$ cat src/rtl/frame_buffer_arbiter.sv
// ============================================================================
// frame_buffer_arbiter: shares one single-port cell RAM among display fetch,
// brush writer and sand sim, and schedules one sim generation per frame.
// Optional feature macro: ARB_OVERRUN_COUNT_EN (adds overrun_count_o).
// Revision: 1.0
// ============================================================================
`default_nettype none

module frame_buffer_arbiter #(
  parameter int ADDR_WIDTH = 19,
  parameter int DATA_WIDTH = 2
) (
  input  logic                  clk_i,
  input  logic                  reset_i,
  input  logic                  pixel_tick_i,
  input  logic                  video_en_i,
  input  logic [ADDR_WIDTH-1:0] pixel_i,
  input  logic                  vsync_i,
  output logic [DATA_WIDTH-1:0] disp_data_o,
  output logic                  disp_valid_o,
  input  logic                  brush_req_i,
  input  logic [ADDR_WIDTH-1:0] brush_addr_i,
  input  logic [DATA_WIDTH-1:0] brush_wdata_i,
  output logic                  brush_gnt_o,
  input  logic                  sim_req_i,
  input  logic                  sim_we_i,
  input  logic [ADDR_WIDTH-1:0] sim_addr_i,
  input  logic [DATA_WIDTH-1:0] sim_wdata_i,
  output logic                  sim_gnt_o,
  output logic [DATA_WIDTH-1:0] sim_rdata_o,
  output logic                  sim_rvalid_o,
  input  logic                  sim_enable_i,
  output logic                  sim_start_o,
  input  logic                  sim_done_i,
  output logic [ADDR_WIDTH-1:0] ram_addr_o,
  output logic                  ram_we_o,
  output logic [DATA_WIDTH-1:0] ram_wdata_o,
  input  logic [DATA_WIDTH-1:0] ram_rdata_i
`ifdef ARB_OVERRUN_COUNT_EN
  ,
  output logic [7:0]            overrun_count_o
`endif
);

  localparam logic [1:0] c_TAG_NONE = 2'd0;
  localparam logic [1:0] c_TAG_DISP = 2'd1;
  localparam logic [1:0] c_TAG_SIM  = 2'd2;

  localparam logic [0:0] c_ST_IDLE = 1'b0;
  localparam logic [0:0] c_ST_RUN  = 1'b1;

  logic                  w_disp_win;
  logic                  w_brush_win;
  logic                  w_sim_win;
  logic                  w_disp_valid;
  logic                  w_sim_rvalid;
  logic                  w_frame_tick;
  logic                  w_overrun;
  logic [0:0]            w_state_next;
  logic [0:0]            r_state;
  logic                  r_vsync_q;
  logic [1:0]            r_tag1;
  logic [1:0]            r_tag2;
  logic [ADDR_WIDTH-1:0] r_ram_addr;
  logic                  r_ram_we;
  logic [DATA_WIDTH-1:0] r_ram_wdata;
  logic [DATA_WIDTH-1:0] r_disp_data;
  logic [DATA_WIDTH-1:0] r_sim_rdata;

  always_comb begin
    w_disp_win  = pixel_tick_i & video_en_i;
    w_brush_win = brush_req_i & ~w_disp_win;
    w_sim_win   = sim_req_i & ~w_disp_win & ~brush_req_i;
  end

  assign brush_gnt_o = w_brush_win & ~reset_i;
  assign sim_gnt_o   = w_sim_win & ~reset_i;

  // The winner is registered onto the RAM port; the tag follows the read two stages.
  always_ff @(posedge clk_i) begin
    if (reset_i) begin
      r_ram_addr  <= '0;
      r_ram_we    <= 1'b0;
      r_ram_wdata <= '0;
      r_tag1      <= c_TAG_NONE;
      r_tag2      <= c_TAG_NONE;
    end else begin
      r_tag2   <= r_tag1;
      r_tag1   <= c_TAG_NONE;
      r_ram_we <= 1'b0;
      if (w_disp_win) begin
        r_ram_addr <= pixel_i;
        r_tag1     <= c_TAG_DISP;
      end else if (w_brush_win) begin
        r_ram_addr  <= brush_addr_i;
        r_ram_we    <= 1'b1;
        r_ram_wdata <= brush_wdata_i;
      end else if (w_sim_win) begin
        r_ram_addr  <= sim_addr_i;
        r_ram_we    <= sim_we_i;
        r_ram_wdata <= sim_wdata_i;
        r_tag1      <= sim_we_i ? c_TAG_NONE : c_TAG_SIM;
      end
    end
  end

  assign ram_addr_o  = r_ram_addr;
  assign ram_we_o    = r_ram_we;
  assign ram_wdata_o = r_ram_wdata;

  assign w_disp_valid = (r_tag2 == c_TAG_DISP) & ~reset_i;
  assign w_sim_rvalid = (r_tag2 == c_TAG_SIM) & ~reset_i;

  always_ff @(posedge clk_i) begin
    if (reset_i) begin
      r_disp_data <= '0;
      r_sim_rdata <= '0;
    end else begin
      if (w_disp_valid) r_disp_data <= ram_rdata_i;
      if (w_sim_rvalid) r_sim_rdata <= ram_rdata_i;
    end
  end

  assign disp_valid_o = w_disp_valid;
  assign disp_data_o  = w_disp_valid ? ram_rdata_i : r_disp_data;
  assign sim_rvalid_o = w_sim_rvalid;
  assign sim_rdata_o  = w_sim_rvalid ? ram_rdata_i : r_sim_rdata;

  assign w_frame_tick = vsync_i & ~r_vsync_q;

  always_ff @(posedge clk_i) begin
    if (reset_i) begin
      r_state   <= c_ST_IDLE;
      r_vsync_q <= 1'b0;
    end else begin
      r_state   <= w_state_next;
      r_vsync_q <= vsync_i;
    end
  end

  always_comb begin
    w_state_next = r_state;
    case (r_state)
      c_ST_IDLE: if (w_frame_tick & sim_enable_i) w_state_next = c_ST_RUN;
      c_ST_RUN:  if (sim_done_i & ~w_frame_tick)  w_state_next = c_ST_IDLE;
      default:   w_state_next = c_ST_IDLE;
    endcase
  end

  // A tick coinciding with done restarts immediately and is not an overrun.
  always_comb begin
    sim_start_o = 1'b0;
    w_overrun   = 1'b0;
    if (!reset_i) begin
      case (r_state)
        c_ST_IDLE: sim_start_o = w_frame_tick & sim_enable_i;
        c_ST_RUN: begin
          sim_start_o = w_frame_tick & sim_done_i;
          w_overrun   = w_frame_tick & ~sim_done_i;
        end
        default: sim_start_o = 1'b0;
      endcase
    end
  end

`ifdef ARB_OVERRUN_COUNT_EN
  logic [7:0] r_overrun_count;

  always_ff @(posedge clk_i) begin
    if (reset_i)
      r_overrun_count <= 8'd0;
    else if (w_overrun && r_overrun_count != 8'hFF)
      r_overrun_count <= r_overrun_count + 8'd1;
  end

  assign overrun_count_o = r_overrun_count;
`else
  logic w_overrun_unused;
  assign w_overrun_unused = w_overrun;
`endif

endmodule

`default_nettype wire

$ cat config.mk
export PLATFORM = sky130hd
export DESIGN_NAME = frame_buffer_arbiter
export DESIGN_NICKNAME = d
export VERILOG_FILES = /design/src/rtl/frame_buffer_arbiter.sv
export SDC_FILE = /design/constraint.sdc
export NUM_CORES = 1
export LEC_CHECK = 0
export CAP_MARGIN = 30
export CORE_MARGIN = 8
export CORE_UTILIZATION = 35
export DETAILED_ROUTE_END_ITERATION = 10
export PLACE_DENSITY = 0.79
export SYNTH_ARGS = -nofsm -noshare
export SYNTH_HDL_FRONTEND = slang
export SYNTH_SLANG_ARGS = --single-unit
export TNS_END_PERCENT = 5
$ cat constraint.sdc
create_clock -name clk_i -period 1.66 [get_ports clk_i]
set_clock_uncertainty 0.15 [all_clocks]
set_input_delay 0.415 -clock clk_i [delete_from_list [all_inputs] [get_ports clk_i]]
set_output_delay 0.415 -clock clk_i [all_outputs]
set_load 0.02 [all_outputs]
* Word level (Yosys, flattened, before mapping)
Cells that the tools add are included. W data, S select, Z words.
Word-level totals: bits in registers 32, bits of input ports 73, output and inout bits 31, word-level logic and storage cells 54
Operators by class: eq/ne operators 2, multiplexer cells 18, bitwise operators 19, reduce and logical (&&, ||, !) cells 5
Operators with widths (number):
- $mux W19 | 3
- $and A1 B1 Y1 | 12
- $mux W2 | 5
- $mux W1 | 8
- $not A1 Y1 | 7
- $pmux W1 S2 | 2
- $reduce_or A4 Y1 | 1
- $reduce_bool A3 Y1 | 1
- $eq A2 B1 Y1 const B | 1
- $eq A2 B2 Y1 const B | 1
- $reduce_and A2 Y1 | 1
- $reduce_bool A2 Y1 | 1
- $reduce_or A2 Y1 | 1

* Depth between registers and ports, before layout
word-level depth 7, mapped depth 5, gate-level depth less buffers 3

* Worst setup path before layout
Ideal clock, no wire load.
path kind input to output, from input port sim_req_i, to output port sim_gnt_o, arrival 1315 ps, required time 1095 ps, path slack -220 ps, stages 3, cell sequence buf_4 > buf_2 > nor3b_1
Between the ends: cells in the longest elaborated chain, start to end 3
RTL lines:
- start: declaration | RTL line 25 | input logic sim_req_i,
- $and A1 B1 Y1 (2 in series) | RTL line 73 | w_sim_win = sim_req_i & ~w_disp_win & ~brush_req_i;
- $and A1 B1 Y1 | RTL line 77 | assign sim_gnt_o = w_sim_win & ~reset_i;
- end: declaration | RTL line 29 | output logic sim_gnt_o,
No other way between the ends.

* Worst setup path in the final report
from register r_tag2[1], to output port sim_rdata_o[1]
Between the ends: cells in the longest elaborated chain, start to end 3
RTL lines:
- start: declaration | RTL line 63 | logic [1:0] r_tag2;
- start signal: assignment | RTL line 86 | r_tag2 <= c_TAG_NONE;
- start signal: assignment | RTL line 88 | r_tag2 <= r_tag1;
- $eq A2 B2 Y1 | RTL line 112 | assign w_sim_rvalid = (r_tag2 == c_TAG_SIM) & ~reset_i;
- $and A1 B1 Y1 | RTL line 112
- $mux W2
- end: declaration | RTL line 30 | output logic [DATA_WIDTH-1:0] sim_rdata_o,
No other way between the ends.

==> results.ini <==
[logic_synthesis]
yosys.area.top_type=dfxtp_1
synth_top_area_frac=0.4152
yosys-top-cells-count=dfxtp_1, nor3_1, mux2i_1, a221o_1, nor2_1
seq_area_frac_synth=0.4152
synth_edf_count=0
ys_types=26
synth_ff_type=dfxtp_1
synth_area_um2=1543
post-synth-top-count-cell=dfxtp_1
avgSynthCellArea_um2=10.02
ys_warn_count=0
ys_top_cells_by_area=dfxtp_1, mux2i_1, a221o_1
synth_fp_nets=227
synth-seq-cells=32
synth_cells=154
async_flop_share=0

[timing]
fmax_mhz=515.6
hold_viol_final=0
rsz0062_at_grt=yes
fin_setup_tns_ns=-1.410
worst_slew_pin_slew_ns=0.6933
fin_crit_ns=1.939
slew_headroom=0.5343
finalCritPeriodShare=1.168
drv_slew=0
finalSetupViolations=7
whs_ns=0.2870
worst_slack_ns=-0.2794

[worst_setup_path]
slowest_stage=dfxtp_2
cp_max_fo=3
crit_required_ns=1.09
cp_cell_sequence=nor3b_4 > mux2_4 > buf_6
cp.arrival_ns=1.37
crit_buf_inv=1
cp-start-kind=flop
worstSetupPathType=reg -> out
max_stage_delay_ns=0.35
endpoint_kind=primary output
crit_family=flip-flops

[clock_network]
path_clk_slew_ns=0.07
h-tree-depth=2
cts_tree=done
clk_latency_ns=0.28
clock_sinks=32
clockBufferDepth=2
ctsHoldBuffers=0
cts-buffers-inserted=5
cts_root_buf=clkbuf_8

[floorplan]
dieArea_um2=6788
num_io_pins=104
row_count=24
fp.dieH_um=82.39
core-area_um2=4294
initial_core_util=0.3593
die_x_um=82.39

[place]
gp_congestion=0.7753
place_hpwl_um=4269
place_area_um2=2695
portBuffers=103

[drt]
drt-wirelength-per-cell_um=16.17
drt_pass1_iterations=4
post_drt_via_cell_ratio=5.050
via_count=1631
drtIter0Drc=44
routed_wl_um=5223
ant_nets=0
post-route-drc-count=0

[layout]
utilization=0.6713
final_cell_area_um2=2883
final_nets=343
fillers=362
drive_gt1_frac=0.2030
area_growth_pct=86.86
diodes=0

[grt]
grt_pass1_wl_um=8059
overflow=0
grt_pass1_vias=1751
antenna_found_initial=0
grt_max_degree=19
grt_usage=0.1548

[pwr]
finalPower_uw=2195
leakage_uw=0.001259
power_density_nw_per_um2=761.5
irDropWorstVdd_uv=561.1

[status]
violations=setup timing
outcome=finished, violations left

[flow_run]
maxCapViolCount=0

[min_path]
min_path_type=reg -> reg

## cells by family after synthesis
kind of cell | count (synthesis) | share of synthesized area
DFF | 32 | 0.4152
buffers and inverters | 14 | 0.05921
and+or+nand+nor | 63 | 0.2465
AOI/OAI and AO/OA | 26 | 0.1525
muxes | 19 | 0.1265
## per-stage QoR
stage          std cells  worst slack (ns)
2_1_floorplan        154          -0.08965
3_3_place_gp         311            -1.041
3_5_place_dp         311            -1.094
4_1_cts              321           -0.3098
5_1_grt              323           -0.3490
6_report             323           -0.2794
## cell usage in the layout (no fill, tap or decap), types with 4 or more instances in the layout
cell             count
dfxtp_1             30
nor4_1               7
nor2b_1              9
clkdlybuf4s50_1     64
nor2_1              11
mux2_4               4
and2b_1              6
nor3_1              19
clkbuf_8             7
buf_4               13
dlygate4sd2_1       26
buf_6               12
a221o_1             12
a2111oi_0            7
mux2i_1             15
## sequential cells by signal, indices dropped and copies added, names as in the netlist
signal	cells
ram_we_o	1
r_tag1	2
ram_wdata_o	2
r_disp_data	2
r_tag2	2
r_sim_rdata	2
r_vsync_q	1
ram_addr_o	19
r_state	1
## power by group
group,total (uW),switching [uW],internal (uW)
Sequential,846,24.9,821
Clock,806,277,529
Combinational,543,228,315
Total,2200,530,1670
## worst reg2reg max path: stages, from the launching register on
cell     delay, ns
dfxtp_2       0.35
nor3b_4       0.27
mux2_4        0.34
buf_4         0.13
and2b_1       0.14
## worst paths after layout
check / cells past startpoint / end / from / slack (ns)
max: 3 / sim_rdata_o[1] / r_tag2[1] / -0.28
min: 1 / r_tag2[1] / r_tag1[1] / 0.29
max reg2reg: 4 / r_disp_data[0] / r_tag2[0] / 0.18
min reg2reg: 1 / r_tag2[1] / r_tag1[1] / 0.29
## layout make-up
class / instances / area [um2] / share of cell area
repair buffers: 121 / 1176 / 0.4080
multi-input cells: 108 / 864.6 / 0.2999
flip-flops and latches: 32 / 643.1 / 0.2231
clock buffers: 7 / 96.34 / 0.03342
well taps: 52 / 65.06 / 0.02257
clock inverters: 1 / 30.03 / 0.01042
inverters: 2 / 7.507 / 0.002604
## repair_timing
action | 4_1_cts | 5_1_grt
setup endpoints to repair | 56 | 21
pin swaps | 8 | 5
gates resized for setup | 95 | 16
endpoints found under the hold margin | 0 | 0
buffers inserted | 2 | 2
## routing by layer
metal	vias to the layer above	GRT usage	part of all wire
met5	-	0	0
met4	0	0.04035	0.0059
met3	4	0.06710	0.065
met2	48	0.2741	0.55
met1	768	0.1638	0.38
li1	811	-	-
(Power assumes the default switching activity.)
==> edit 1: new RTL, config.mk and constraints unchanged <==
Set the parameter `DATA_WIDTH` to 3 (it was 2).
--- a/src/rtl/frame_buffer_arbiter.sv
+++ b/src/rtl/frame_buffer_arbiter.sv
@@ -8,7 +8,7 @@
 
 module frame_buffer_arbiter #(
   parameter int ADDR_WIDTH = 19,
-  parameter int DATA_WIDTH = 2
+  parameter int DATA_WIDTH = 3
 ) (
   input  logic                  clk_i,
   input  logic                  reset_i,
Interface: changed (6 resized); port bits go from 104 to 110. The function was not compared with the original's and may differ.
==> edit 1 against the unedited design <==
  * The run still ends with negative setup slack left
  * Routed wire length grew 12%
  * Core utilization shrank 0.53 points
  * Sequential share of layout area shrank 0.10 points
  * Via count grew 9.6%
  * Sequential power grew 8.7%
  * Total power shrank 0.74%
  * Worst setup slack lost 0.050 ns
  * Sequential cell count grew 3
  * Area after synthesis grew 12%
  * Combinational power grew 9.4%
  * Die area grew 9.8%
  * Final area grew 9.9%
  * Critical path type is now in2out
  * Largest cell class unchanged
==> edit 1: results (changes against the unedited design) <==
Netlist cell types = 30 (+15%)
Layout fillers = 428 (+18%)
Comb pwr = 0.000594 W (+9.4%)
Number of DRC markers in iteration 0 = 41 (-6.8%)
Post-synthesis sequential area ratio = 40.49% (-1.0 points)
Gpl congestion = 0.7947 (+2.5%)
Setup repair bufs after CTS = 9 (+7)
Hold depth = 3 (+2)
Via count = 1787 (+9.6%)
Post-synthesis mux area share = 14.46% (+1.8 points)
Tot GR Track Use = 15.69% (+0.21 points)
Arrival time at the worst endpoint = 1.42 ns (+0.05 ns)
Peak supply drop = 497.5 µV (-11%)
Reg2reg setup slack = 0.13 ns (-0.05 ns)
Final worst setup slack = -0.3295 ns (-0.05009 ns)
Ys flop type = dfxtp_1
Status = complete, but fails checks
Hold worst-path end = r_state
Mapped Avg Cell Area = 10.49 µm² (+4.7%)
Peak per-stage delay on the critical path = 0.30 ns (-0.05 ns)
Failing checks = negative setup slack
FF-to-FF path depth = 5 (+1)
Synth cell count leaders = dfxtp_1, nor3_1, mux2i_1
Hold Startpoint = sim_enable_i
Global-route wire length before repair = 9.239 mm (+15%)
Largest net degree at the start of global routing = 20 (+1)
Slowest cell on the critical path = mux2_4
Post-Syn Nets = 241 (+6.2%)
Post-layout nets = 369 (+7.6%)
Switching share of power = 25.94% (+1.8 points)
Port Buffer Count = 109 (+5.8%)
Crit path to = disp_data_o[2]
Vias in the first global route = 1916 (+9.4%)
CP Launch Point = reset_i
Least-Margin Pin Slew = 0.5881 ns (-0.1052 ns)
Post-CTS Resized = 105 (+11%)
Worst hold slack = 0.2744 ns (-0.01259 ns)
Final setup viols = 10 (+3)
Sequential Power = 0.000920 W (+8.7%)
Post-Place Cells = 344 (+11%)
Static leakage = 1.381 nW (+9.7%)
Synth top area cells = dfxtp_1, mux2i_1, a221o_1
Hold Crit Class = in2reg
Routed WL per cell = 16.27 µm (+0.63%)
DP Area = 2955 µm² (+9.7%)
-- edit 1: final cells by class --
cell class / count / area (µm²) / share of cell area, %
tap: 67 / 83.83 / 2.647
multi-input combinational: 115 / 975.9 / 30.82
inverter: 2 / 7.507 / 0.2371
clock buffer: 8 / 100.1 / 3.161
sequential: 35 / 703.2 / 22.20
timing repair buffer: 134 / 1296 / 40.93
-- edit 1: layer usage --
metal / vias to the layer above / global-route usage (%) / wire length, µm / part of all wire, %
li1: 874 / - / - / -
met1: 841 / 16.25 / 2270 / 39
met2: 63 / 28.34 / 3047 / 52
met3: 9 / 6.144 / 445 / 7.6
met4: 0 / 4.851 / 110 / 1.9
met5: - / 0 / 0 / 0
-- edit 1: worst max-delay path: cells and delay by family --
| family | cells | cell delay (ns) |
|---|---|---|
| buf+inv | 4 | 0.48 |
| mux | 1 | 0.30 |
| simple gates | 1 | 0.22 |
==> edit 2: new RTL, same flow settings <==
Made on the original files. Build with the macro `ARB_OVERRUN_COUNT_EN` defined.
--- a/src/rtl/frame_buffer_arbiter.sv
+++ b/src/rtl/frame_buffer_arbiter.sv
@@ -5,6 +5,8 @@
 // Revision: 1.0
 // ============================================================================
 `default_nettype none
+
+`define ARB_OVERRUN_COUNT_EN
 
 module frame_buffer_arbiter #(
   parameter int ADDR_WIDTH = 19,
Check against the original RTL (old outputs only; new: overrun_count_o): equivalent (Yosys induction, for registers that start in step).
==> edit 2 against the unedited design <==
  * The flow still finishes with violations (negative setup slack)
  * Non-clock buffer count rose by 17
  * Final area rose by 19%
  * Worst setup slack got worse by 0.079 ns
  * Combinational power rose by 4.8%
  * Routed wire length rose by 26%
  * Global-route usage rose by 0.41 points
  * Total power rose by 10%
  * Fmax fell by 3.9%
  * Hold slack got worse by 0.0025 ns
  * Sequential cell count rose by 8
  * Area after synthesis rose by 23%
  * Die area rose by 19%
  * Critical endpoint is now disp_data_o[0]
  * Highest routed layer unchanged
==> edit 2: results (changes against the unedited design) <==
Synth top area cells = dfxtp_1, nand2_1, a21oi_1
Worst hold slack = 0.2845 ns (-0.002495 ns)
Compound-Gate Fraction of Synth Area = 21.09% (+5.8 points)
M1 WL = 2.772 mm (+39%)
Ant diodes = 0 (unchanged)
Tot GR Track Use = 15.89% (+0.41 points)
Largest net degree at the start of global routing = 33 (+14)
Peak supply drop = 358.7 µV (-36%)
Adder-cell share of the synthesized area = 0.6570% (+0.66 points)
Highest metal used = met4
Number of DRC markers in iteration 0 = 50 (+14%)
Hold Startpoint = r_tag1[0]
Post-Syn Nets = 309 (+36%)
Netlist cell types = 34 (+31%)
Clk_lat worst skew = 0.29 ns
Layout fillers = 459 (+27%)
Gpl congestion = 0.7953 (+2.6%)
Layout cell share with drive strength beyond 1 = 19.56% (-0.74 points)
H-tree Lvls = 2 (unchanged)
CP Launch Point = r_tag2[0]
Xor-xnor portion of the synthesized cell area = 0.4599% (+0.46 points)
Post-synthesis mux area share = 8.147% (-4.5 points)
DRT Pass-1 Iters = 4 (unchanged)
Final setup viols = 9 (+2)
Layout Cells excl Fill = 435 (+35%)
Ys flop type = dfxtp_1
Failing checks = negative setup slack
Post-Place Cells = 424 (+36%)
Synth cell count leaders = dfxtp_1, nand2_1, a21oi_1
Hold Crit Class = reg2reg
CTS root buf = clkbuf_8
Vias in the first global route = 2147 (+23%)
Slew Limit Headroom = 64.91% (+11 points)
Port Buffer Count = 111 (+7.8%)
Final worst setup slack = -0.3585 ns (-0.07911 ns)
Met2 WL post-DR = 3.271 mm (+14%)
YS warnings = 0 (unchanged)
Mapped Avg Cell Area = 8.104 µm² (-19%)
Routed WL per cell = 15.07 µm (-6.8%)
Met3 wire length = 490 µm (+45%)
Clock buffer depth = 2 (unchanged)
Vias per inst = 4.901 (-2.9%)
RR Startpoint = overrun_count_o[0]
Fraction of registers with async set/reset = 0% (unchanged)
Static leakage = 1.524 nW (+21%)
Reg2reg setup slack = 0.02 ns (-0.16 ns)
Post-synthesis sequential area ratio = 42.05% (+0.53 points)
Clk slew on worst S/H paths = 0.09 ns (+0.02 ns)
Global-route wire length before repair = 10.70 mm (+33%)
CTS buffer count = 5 (unchanged)
Status = complete, but fails checks
Hpwl dp = 5.162 mm (+21%)
Initial antenna violation count = 0 (unchanged)
==> edit 2: cell types whose count changed in the layout (fill, tap and decap cells not counted), sizes merged, moves of 8 or more <==
cell,before,now
a221o,12,0
buf,29,37
o211ai,0,14
nor3,19,10
dfxtp,32,40
nand2,2,39
a21oi,2,25
inv,2,10
o21ai,1,10
==> edit 2: worst paths after layout <==
kind                        endpoint  cells after the start
setup / recovery      disp_data_o[0]                      4
hold / removal             r_tag2[0]                      1
setup reg to reg  overrun_count_o[5]                      5
hold reg to reg            r_tag2[0]                      1
==> edit 2: repair_timing <==
action	4_1_cts	5_1_grt
resized for setup	89	20
endpoints found under the hold margin	0	0
setup buffers	3	0
pin swaps	8	12
setup endpoints to repair	68	39
hold buffers	0	0
==> edit 2: cells by family (layout without fill, tap and decap cells) <==
| family | after synthesis | in the layout |
|---|---|---|
| muxes | 15 | 15 |
| adders and majority gates | 1 | 1 |
| xor gates and xnor gates | 1 | 1 |
| DFF | 40 | 40 |
| and+or+nand+nor | 88 | 88 |
| AOI/OAI and AO/OA | 63 | 63 |
| buffers and inverters | 27 | 155 |
==> edit 2: cell type report <==
cell class | count | area, µm² | area share (%)
repair buffers | 138 | 1304 | 38.06
multi-input cells | 168 | 1074 | 31.34
flip-flops and latches | 40 | 809.5 | 23.63
well taps | 72 | 90.09 | 2.630
clock buffers | 5 | 68.82 | 2.009
clock inverters | 3 | 46.29 | 1.351
inverters | 9 | 33.78 | 0.9861
==> edit 2: stage by stage <==
stage          instance area [µm²]  setup WS, ns  utilization (%)  setup TNS, ns
2_1_floorplan                 1962       -0.1591                -         -1.045
3_3_place_gp                  3259       -0.7623            60.68         -20.86
3_5_place_dp                  3259       -0.7682            60.68         -22.49
4_1_cts                       3390       -0.3626            63.10         -3.690
5_1_grt                       3426       -0.4329            63.78         -2.179
6_report                      3426       -0.3585            63.78         -1.525
==> edit 2: power breakdown <==
part           switching (W)  total [W]  internal, W
Combinational       0.000256   0.000569     0.000313
Sequential         0.0000230    0.00103      0.00101
Clock               0.000364   0.000817     0.000453
==> edit 2: metal layers <==
| metal | vias to the layer above | global-route usage, % |
|---|---|---|
| met3 | 2 | 6.401 |
| li1 | 1083 | - |
| met1 | 973 | 17.70 |
| met2 | 74 | 27.61 |
| met4 | 0 | 3.385 |
| met5 | - | 0 |
==> edit 2: critical path: stages (launching register included) <==
cell and delay, ns:
dfxtp_2 0.36, nor3b_4 0.22, buf_4 0.15, mux2_4 0.30, buf_6 0.13
